### config.mk
export PLATFORM = sky130hd
export DESIGN_NAME = pc_gen
export DESIGN_NICKNAME = d
export VERILOG_FILES = /design/src/rtl/pc_gen_pkg.sv /design/src/rtl/pc_gen.sv
export SDC_FILE = /design/constraint.sdc
export NUM_CORES = 1
export LEC_CHECK = 0
export CORE_MARGIN = 3
export CORE_UTILIZATION = 24
export CTS_CLUSTER_SIZE = 20
export DETAILED_ROUTE_END_ITERATION = 10
export HOLD_SLACK_MARGIN = 0.02
export PLACE_DENSITY = 0.58
export SETUP_SLACK_MARGIN = 0.05
export SYNTH_ARGS = -nofsm -noshare
export SYNTH_HDL_FRONTEND = slang
export SYNTH_SLANG_ARGS = --single-unit
### constraint.sdc
create_clock -name clk -period 3.2 [get_ports clk]
set_clock_uncertainty 0.1 [all_clocks]
set_input_delay 0.48 -clock clk [delete_from_list [all_inputs] [get_ports clk]]
set_output_delay 0.48 -clock clk [all_outputs]
set_load 0.02 [all_outputs]
### src/rtl/pc_gen_pkg.sv
// rtl/pc_gen_pkg.sv - shared types and constants for the fetch PC generator
//
// Purpose : holds the pc_gen FSM state encoding, the fetch/BPU request
//           struct and the default reset fetch address.
// Contents: pc_gen_state_t  BOOT / RUN / REFILL
//           fetch_req_t     {valid, pc}
//           bpu_query_req_t same layout as fetch_req_t, sent to the BPU
//           PC_GEN_RESET_PC default first fetch address
package pc_gen_pkg;

  localparam logic [31:0] PC_GEN_RESET_PC = 32'h8000_0000;

  // Sequential fetch step in bytes (one 32-bit instruction).
  localparam logic [31:0] PC_GEN_STEP = 32'd4;

  typedef enum logic [1:0] {
    BOOT   = 2'd0,
    RUN    = 2'd1,
    REFILL = 2'd2
  } pc_gen_state_t;

  typedef struct packed {
    logic        valid;
    logic [31:0] pc;
  } fetch_req_t;

  // The BPU query carries exactly what the fetch request carries.
  typedef fetch_req_t bpu_query_req_t;

  // Word-align an address by clearing the two low bits.
  function automatic logic [31:0] pc_align(input logic [31:0] pc);
    return pc & ~32'h3;
  endfunction

endpackage

### src/rtl/pc_gen.sv
// rtl/pc_gen.sv - fetch PC generator with zero-bubble BPU prediction
//
// Purpose : produces the instruction fetch address stream. Every accepted
//           fetch queries the BPU; the BPU answer (or pc+4) arrives the next
//           cycle and is used directly as the next fetch address, so both
//           sequential and predicted-taken fetch run without bubbles.
//           Backend redirects override everything and cost one bubble.
// Ports   : clk, rst (async, active-high)
//           redirect_valid/redirect_pc   backend redirect in
//           bpu_query (valid, pc)        query to BPU, bpu_flush to BPU
//           predict_valid/predict_target BPU answer for the last query
//           fetch_valid/fetch_pc/fetch_ready  I-cache request handshake
//           pred_valid/pred_pc/pred_npc/pred_taken  resolved prediction out
module pc_gen
  import pc_gen_pkg::*;
#(
  parameter logic [31:0] RESET_PC = PC_GEN_RESET_PC
) (
  input  logic           clk,
  input  logic           rst,
  input  logic           redirect_valid,
  input  logic [31:0]    redirect_pc,
  output bpu_query_req_t bpu_query,
  output logic           bpu_flush,
  input  logic           predict_valid,
  input  logic [31:0]    predict_target,
  output logic           fetch_valid,
  output logic [31:0]    fetch_pc,
  input  logic           fetch_ready,
  output logic           pred_valid,
  output logic [31:0]    pred_pc,
  output logic [31:0]    pred_npc,
  output logic           pred_taken
);

  pc_gen_state_t state_q, state_d;
  logic [31:0]   pc_q, pc_d;                 // held fetch address when no query is pending
  logic [31:0]   last_pc_q, last_pc_d;       // address of the most recent fire
  logic          query_pending_q, query_pending_d;

  logic [31:0]   seq_pc;
  logic [31:0]   resolved;
  logic          fire;

  // Successor of the last fired pc: BPU target if taken, else pc+4 (wraps).
  assign seq_pc   = last_pc_q + PC_GEN_STEP;
  assign resolved = predict_valid ? predict_target : seq_pc;

  // While a query is pending the BPU answer is consumed in the same cycle,
  // giving back-to-back fetch. Otherwise replay the held address.
  assign fetch_pc    = query_pending_q ? resolved : pc_q;
  assign fetch_valid = (state_q == RUN) && !redirect_valid;
  assign fire        = fetch_valid && fetch_ready;

  assign bpu_query.valid = fire;
  assign bpu_query.pc    = fetch_pc;
  assign bpu_flush       = redirect_valid;

  // A prediction is reported only in the cycle its BPU answer is live; a
  // redirect in that cycle kills it.
  assign pred_valid = query_pending_q && !redirect_valid;
  assign pred_pc    = last_pc_q;
  assign pred_npc   = resolved;
  assign pred_taken = predict_valid;

  always_comb begin
    state_d         = state_q;
    pc_d            = pc_q;
    last_pc_d       = last_pc_q;
    query_pending_d = query_pending_q;

    case (state_q)
      BOOT:    state_d = RUN;
      RUN:     state_d = RUN;
      REFILL:  state_d = RUN;
      default: state_d = BOOT;
    endcase

    if (redirect_valid) begin
      // Redirect wins in every state; consecutive redirects overwrite pc.
      state_d         = REFILL;
      pc_d            = pc_align(redirect_pc);
      query_pending_d = 1'b0;
    end else if (fire) begin
      last_pc_d       = fetch_pc;
      query_pending_d = 1'b1;
    end else if (state_q == RUN) begin
      // Stalled: capture the (possibly just-resolved) address so it stays
      // stable while fetch_valid is held and the BPU answer is not needed again.
      pc_d            = fetch_pc;
      query_pending_d = 1'b0;
    end
  end

  always_ff @(posedge clk or posedge rst) begin
    if (rst) begin
      state_q         <= BOOT;
      pc_q            <= RESET_PC;
      last_pc_q       <= 32'h0;
      query_pending_q <= 1'b0;
    end else begin
      state_q         <= state_d;
      pc_q            <= pc_d;
      last_pc_q       <= last_pc_d;
      query_pending_q <= query_pending_d;
    end
  end

endmodule

==> impl_metrics.csv, run 1 <==
group,metric,value,unit
status,outcome,"complete, no violations",
floorplan,pin_count,202,
global_route,grt-ovfl-total,0,
clock_tree,cts_buffers,9,
power,switchingPower,1400,uW
setup_path,crit_chain,"ha_2 -> nand3_4 -> buf_4 -> or4_1 -> xnor2_1 -> mux2_2 -> mux2_2 -> buf_2",
finish,seq_area,1680,um^2
synthesis,syn_nets,577,
min_path,min_to,"state_q[0]$_DFF_PP0_",
timing,relSlewSlack,48.1,%
timing,tightestPinTransition,0.772,ns
power,ir_drop,0.257,mV
clock_tree,path_clk_slew,0.05,ns
floorplan,die_h,141,um
finish,fill_cells,1764,
setup_path,critPathLaunchType,"flip-flop",
floorplan,dieArea,20000,um^2
power,p_comb_share,44.8,%
synthesis,synth_mux_area_share,8.88,%
global_route,grt_max_degree,44,
finish,utilization,40.5,%
synthesis,seq_area_frac_synth,38.2,%
synthesis,yosys.area_share.xor_xnor,4.78,%
timing,hold_viol_final,0,
global_route,grt_pass1_wl,26800,um
synthesis,synth_warnings,0,
timing,fmax,321,MHz
drt,drt_wl_total,17600,um
setup_path,criticalPathCategory,"reg2out",
finish,stdcell_count,949,
synthesis,synth.most_common_cell,"dfrtp_1",
drt,vias_per_cell,4.94,
floorplan,fp-row-count,48,
synthesis,avgSynthCellArea,8.67,um^2
setup_path,reg2reg_from,"pred_pc[3]$_DFFE_PP0P_",
drt,drtAntennaViolNets,0,
finish,diodes,0,
synthesis,synth.ff_latch_count,67,
timing,setup_viol,0,
power,p_leak,0.00322,uW
min_path,hold_depth,1,
power,clock_power_share,25.1,%
clock_tree,htree_levels,3,
floorplan,initial_core_util,25.0,%
placed_design,post-dp-hpwl,13300,um
synthesis,synth_flop_cell,"dfrtp_1",
finish,drive_gt1_share,22.0,%
clock_tree,cts_root_buf,"clkbuf_16",
setup_path,worstPathRequired,2.62,ns
synthesis,synth-simple-area-share,15.5,%
finish,finish.instance_area,7130,um^2
synthesis,yosysTopAreaCellShare,37.6,%
clock_tree,cts_tree,"yes",
timing,slew_violations,0,
setup_path,reg2reg_depth,8,
setup_path,crit_slowest_cell,"or4_1",
synthesis,synth_compound_area_share,21.0,%
min_path,hold_class,"reg2reg",
timing,rsz0062_at_grt,"true",
synthesis,synth_commonest_cells,"dfrtp_1, nor2_1, o21ai_0",
synthesis,yosys.area.top_type,"dfrtp_1",
synthesis,synth-edff-count,0,
power,p_seq_share,30.1,%
global_route,grt_pass1_vias,4765,
setup_path,timing.rr.end,"pred_pc[12]$_DFFE_PP0P_",
timing,fin_crit_sh,97.4,%
setup_path,cp_max_fo,3,
setup_path,worst_ep_arrival_time,2.54,ns
synthesis,async_reset_ff_share,100,%
finish,area_growth,62.3,%
synthesis,synthTopCellsByArea,"dfrtp_1, mux2_2, buf_4",
floorplan,core_area,17600,um^2
synthesis,synth_cell_types,47,
floorplan,chipWidth,141,um
drt,first_pass_iters,7,
synthesis,synth_area,4400,um^2
synthesis,synth_top_family_by_area,"compound AO/OA/AOI/OAI gates",
setup_path,slowest_delay,0.49,ns
min_path,min_from,"state_q[1]$_DFF_PP0_",
setup_path,crit_path_frequent_cell,"mux2_2",
global_route,antenna_found_initial,1,
placed_design,place_area,6810,um^2
clock_tree,clock_sinks,67,
placed_design,gp_congestion,0.813,
drt,drt-initial-drc-count,284,
drt,drc_errors,0,
finish,multi_input_area,2390,um^2
placed_design,port_buffers,199,
clock_tree,insertion_delay,0.34,ns
run,maxCapViolCount,0,
power,p_sw_share,37.6,%
setup_path,r2r_slack,0.68,ns
timing,min_period,3.12,ns
synthesis,synthAdderAreaFrac,0.285,%
power,power,3720,uW
placed_design,dp_cells,930,
drt,vias,4686,
synthesis,synthCells,507,
power,p_per_area,522,nW/um^2
power,internal-power,2320,uW
clock_tree,clock_path_buffers,2,
drt,wl_per_cell,18.6,um
global_route,track_usage,17.4,%
setup_path,worstSetupEndpointType,"output port",
finish,finalNetCount,789,
## area by class of cell
class	count	share of cell area [%]
clock buffer	14	3.70
tap	225	3.95
inverter	36	1.91
sequential	67	23.5
clock inverter	2	0.140
timing repair buffer	263	33.2
multi-input combinational	342	33.5
## metrics by stage
step	setup TNS, ns	hold slack [ns]	setup WS (ns)
after floorplan	0	0.311	0.107
after global placement	-0.0763	0.318	-0.0203
after detailed placement	-0.168	0.334	-0.0466
after CTS	0	0.341	0.0221
after global routing	-0.156	0.354	-0.0304
final	0	0.341	0.0832
## placed cells by master (no fill, tap or decap), types with 6 or more instances in the layout
master	netlist	layout
nand3_1	11	11
a222oi_1	10	10
clkbuf_16	0	9
buf_4	35	62
nand2_1	44	44
clkdlybuf4s50_1	0	131
nor2_1	45	43
o21ai_0	45	38
xnor2_1	17	14
o21ai_1	0	6
and3_1	6	6
dlymetal6s2s_1	0	11
a22oi_1	19	19
mux2i_1	9	9
dfrtp_1	66	65
buf_2	0	6
a21oi_1	30	29
inv_1	35	34
clkbuf_2	0	18
dlygate4sd2_1	0	29
mux2_2	24	24
## routing by layer
layer	global-route usage, %	vias up	wire length (um)
met4	5.05	2	227
li1	-	2218	-
met3	5.39	17	1370
met1	22.2	2254	7520
met2	28.4	195	8500
met5	0	-	12
## cells by family (layout without fill, tap and decap cells)
kind of cell,Yosys count,after routing
muxes,35,35
xor gates and xnor gates,24,24
buffers and inverters,98,315
AOI/OAI and AO/OA,141,141
DFF,67,67
and+or+nand+nor,141,141
adders and majority gates,1,1
## power groups by stage
stage	Clock (uW)	Sequential (uW)	Combinational (uW)
floorplan	0	1260	724
global placement	0	1110	1700
detailed placement	0	1120	1720
CTS	964	1110	1680
global route	1010	1140	1780
finish	935	1120	1670
## worst max-delay path, delay by kind of cell (launching register included)
kind	cells	cell delay [ns]
XOR/XNOR	1	0.15
adder cells (fa/ha/maj)	1	0.21
flip-flops	1	0.35
multiplexers	2	0.57
buffers and inverters	2	0.34
AND/OR/NAND/NOR	2	0.59
## state kept, by name, summed over array words and instances, names as in the netlist
signal           cells
pc_q                32
state_q              2
pred_pc             32
query_pending_q      1
## timing repair
item | CTS | global route
endpoints found under the setup margin | 63 | 53
gates cloned | 0 | 0
hold buffers | 0 | 0
gates resized for setup | 85 | 66
buffers inserted | 2 | 1
hold endpoints to repair | 0 | 0
pin swaps | 4 | 1
## how the worst max path moves through the flow
stage / endpoint / from / cells after the start
after floorplan: fetch_pc[22] / pred_pc[2]$_DFFE_PP0P_ / 7
after global placement: bpu_query[22] / pred_pc[2]$_DFFE_PP0P_ / 7
after detailed placement: bpu_query[22] / pred_pc[3]$_DFFE_PP0P_ / 7
after CTS: bpu_query[22] / pred_pc[9]$_DFFE_PP0P_ / 6
after global routing: fetch_pc[27] / pred_pc[8]$_DFFE_PP0P_ / 8
final: fetch_pc[12] / pred_pc[3]$_DFFE_PP0P_ / 8
(Power assumes the default switching activity.)
==> run 2: changes to the inputs <==
HOLD_SLACK_MARGIN = not set   (was 0.02)
PLACE_DENSITY = not set   (was 0.58)
PLACE_DENSITY_LB_ADDON = 0.05   (was not set)
==> run 2 against run 1 <==
Compared with the run above:
- utilization hardly changed
- via count down 1.2%
- worst setup slack gained 0.024 ns
- critical endpoint is now pred_npc[12]
- flip-flop and latch count unchanged
- critical path type unchanged
- clock power decreased by 2.7%
- clock-buffer cell count decreased by 2
- worst hold slack worse by 0.0058 ns
- combinational power about the same
- routed wire length is 3.3% higher
- power down 0.72%
- sequential share of layout area about the same
==> impl_metrics.csv, run 2 (synthesis gave the netlist of run 1 again) <==
group,metric,value,unit
status,outcome,"complete, no violations",
finish,layout_common_cells,"clkdlybuf4s50_1, dfrtp_1, buf_4",
global_route,grt_pass1_vias,4782,
finish,diodes,0,
power,clock_power_share,24.6,%
clock_tree,clock_sinks,67,
setup_path,criticalPathCategory,"reg2out",
drt,wl_per_cell,19.3,um
floorplan,initial_core_util,25.0,%
clock_tree,clock_path_buffers,2,
global_route,grt_max_degree,44,
setup_path,reg2reg_from,"pred_pc[3]$_DFFE_PP0P_",
drt,first_pass_iters,5,
setup_path,crit_slowest_cell,"or4_1",
setup_path,crit_path_frequent_cell,"buf_4",
setup_path,worst-path-buf-inv,3,
floorplan,chipWidth,141,um
power,switchingPower,1400,uW
placed_design,post-place-ws,-0.0378,ns
floorplan,core_area,17600,um^2
run,maxCapViolCount,0,
drt,drt_wl_total,18200,um
power,p_comb_share,45.1,%
drt,drt-initial-drc-count,253,
timing,fin_tns_setup,0,ns
floorplan,dieArea,20000,um^2
setup_path,crit_chain,"ha_2 -> nand3_4 -> buf_4 -> or4_1 -> xnor2_1 -> mux2_2 -> buf_4 -> dlygate4sd2_1",
power,p_seq_share,30.3,%
placed_design,post-dp-hpwl,13400,um
setup_path,worstPathRequired,2.62,ns
finish,area_growth,62.4,%
drt,drc_errors,0,
finish,final_common_cell,"clkdlybuf4s50_1",
setup_path,slowest_delay,0.49,ns
timing,fin_ws,0.107,ns
global_route,grt_pass1_wl,27800,um
global_route,antenna_found_initial,0,
timing,hold-worst-slack,0.335,ns
drt,vias_per_cell,4.89,
power,p_per_area,518,nW/um^2
floorplan,die_h,141,um
finish,utilization,40.6,%
clock_tree,cts_root_buf,"clkbuf_16",
placed_design,port_buffers,199,
min_path,hold_class,"reg2reg",
power,internal-power,2300,uW
timing,fmax,323,MHz
timing,relSlewSlack,56.8,%
global_route,grt-ovfl-total,0,
timing,slew_violations,0,
setup_path,cp_top_family,"buffers and inverters",
timing,hold_viol_final,0,
finish,drive_gt1_share,24.8,%
timing,rsz0062_at_grt,"true",
drt,drtAntennaViolNets,0,
clock_tree,insertion_delay,0.34,ns
clock_tree,path_clk_slew,0.05,ns
floorplan,fp-row-count,48,
global_route,track_usage,17.9,%
power,ir_drop,0.267,mV
timing,tightestPinTransition,0.647,ns
timing,fin_crit_sh,96.7,%
setup_path,critPathLaunchType,"flip-flop",
power,p_sw_share,37.9,%
clock_tree,ctsHoldBuffers,0,
floorplan,pin_count,202,
setup_path,worst_ep_arrival_time,2.51,ns
setup_path,cp_max_fo,3,
drt,vias,4630,
setup_path,cp-startpoint,"pred_pc[3]$_DFFE_PP0P_",
timing,setup_viol,0,
timing,min_period,3.09,ns
placed_design,gp_congestion,0.797,
clock_tree,cts_buffers,9,
min_path,min_from,"state_q[1]$_DFF_PP0_",
clock_tree,cts_tree,"yes",
finish,finalNetCount,787,
setup_path,worstSetupEndpointType,"output port",
power,p_leak,0.00324,uW
clock_tree,htree_levels,3,
run 2: changes by cell type in the layout (fill, tap and decap cells not counted), sizes merged:
cell | previous run | this run
buf | 70 | 76
clkbuf | 32 | 33
clkdlybuf4s15 | 4 | 7
dlygate4sd2 | 29 | 8
dlymetal6s2s | 11 | 18
clkinv | 4 | 5
run 2: path summary, 6_finish.rpt:
kind / endpoint / slack [ns] / cells past startpoint
setup / recovery: pred_npc[12] / 0.11 / 8
hold / removal: state_q[0]$_DFF_PP0_ / 0.33 / 1
setup reg to reg: pred_pc[12]$_DFFE_PP0P_ / 0.71 / 8
hold reg to reg: state_q[0]$_DFF_PP0_ / 0.33 / 1
max in group asynchronous: pred_pc[27]$_DFFE_PP0P_ / 1.94 / 3
min in group asynchronous: pc_q[12]$_DFFE_PP0P_ / 0.43 / 2
run 2: worst register-to-register path: stages, from the launching register on:
cell	delay, ns
dfrtp_1	0.35
ha_2	0.21
nand3_4	0.09
buf_4	0.16
or4_1	0.49
xnor2_1	0.16
mux2_2	0.28
mux2_2	0.28
mux2_2	0.27
run 2: repair_timing:
| item | in CTS | in global routing |
|---|---|---|
| setup endpoints to repair | 58 | 69 |
| gates resized for setup | 96 | 102 |
| pin swaps | 2 | 2 |
| buffers inserted | 0 | 5 |
run 2: cell type report:
| cell class | instances | area, um^2 |
|---|---|---|
| clock inverter | 3 | 15.0 |
| multi-input combinational | 342 | 2450 |
| fill | 1801 | 10500 |
| tap | 225 | 282 |
| sequential | 67 | 1680 |
| inverter | 36 | 136 |
| clock buffer | 12 | 246 |
| timing repair buffer | 261 | 2330 |
run 2: layer usage:
metal	track usage [%]	part of all wire [%]
met1	24.1	45
met2	29.0	47
met3	4.92	7.4
met4	3.82	0.93
met5	0	0
run 2: stage by stage:
stage / cell area [um^2] / std cells / power, uW
floorplan: 4410 / 507 / 1980
global placement: 6760 / 926 / 2830
detailed placement: 6760 / 926 / 2830
CTS: 7040 / 941 / 3730
global route: 7140 / 946 / 3920
finish: 7140 / 946 / 3700
run 2: power groups by stage:
stage	Sequential, uW	Clock, uW	Combinational, uW
after global routing	1140	990	1790
after global placement	1120	0	1710
final	1120	910	1670
after CTS	1110	942	1680
after detailed placement	1120	0	1710
after floorplan	1260	0	724
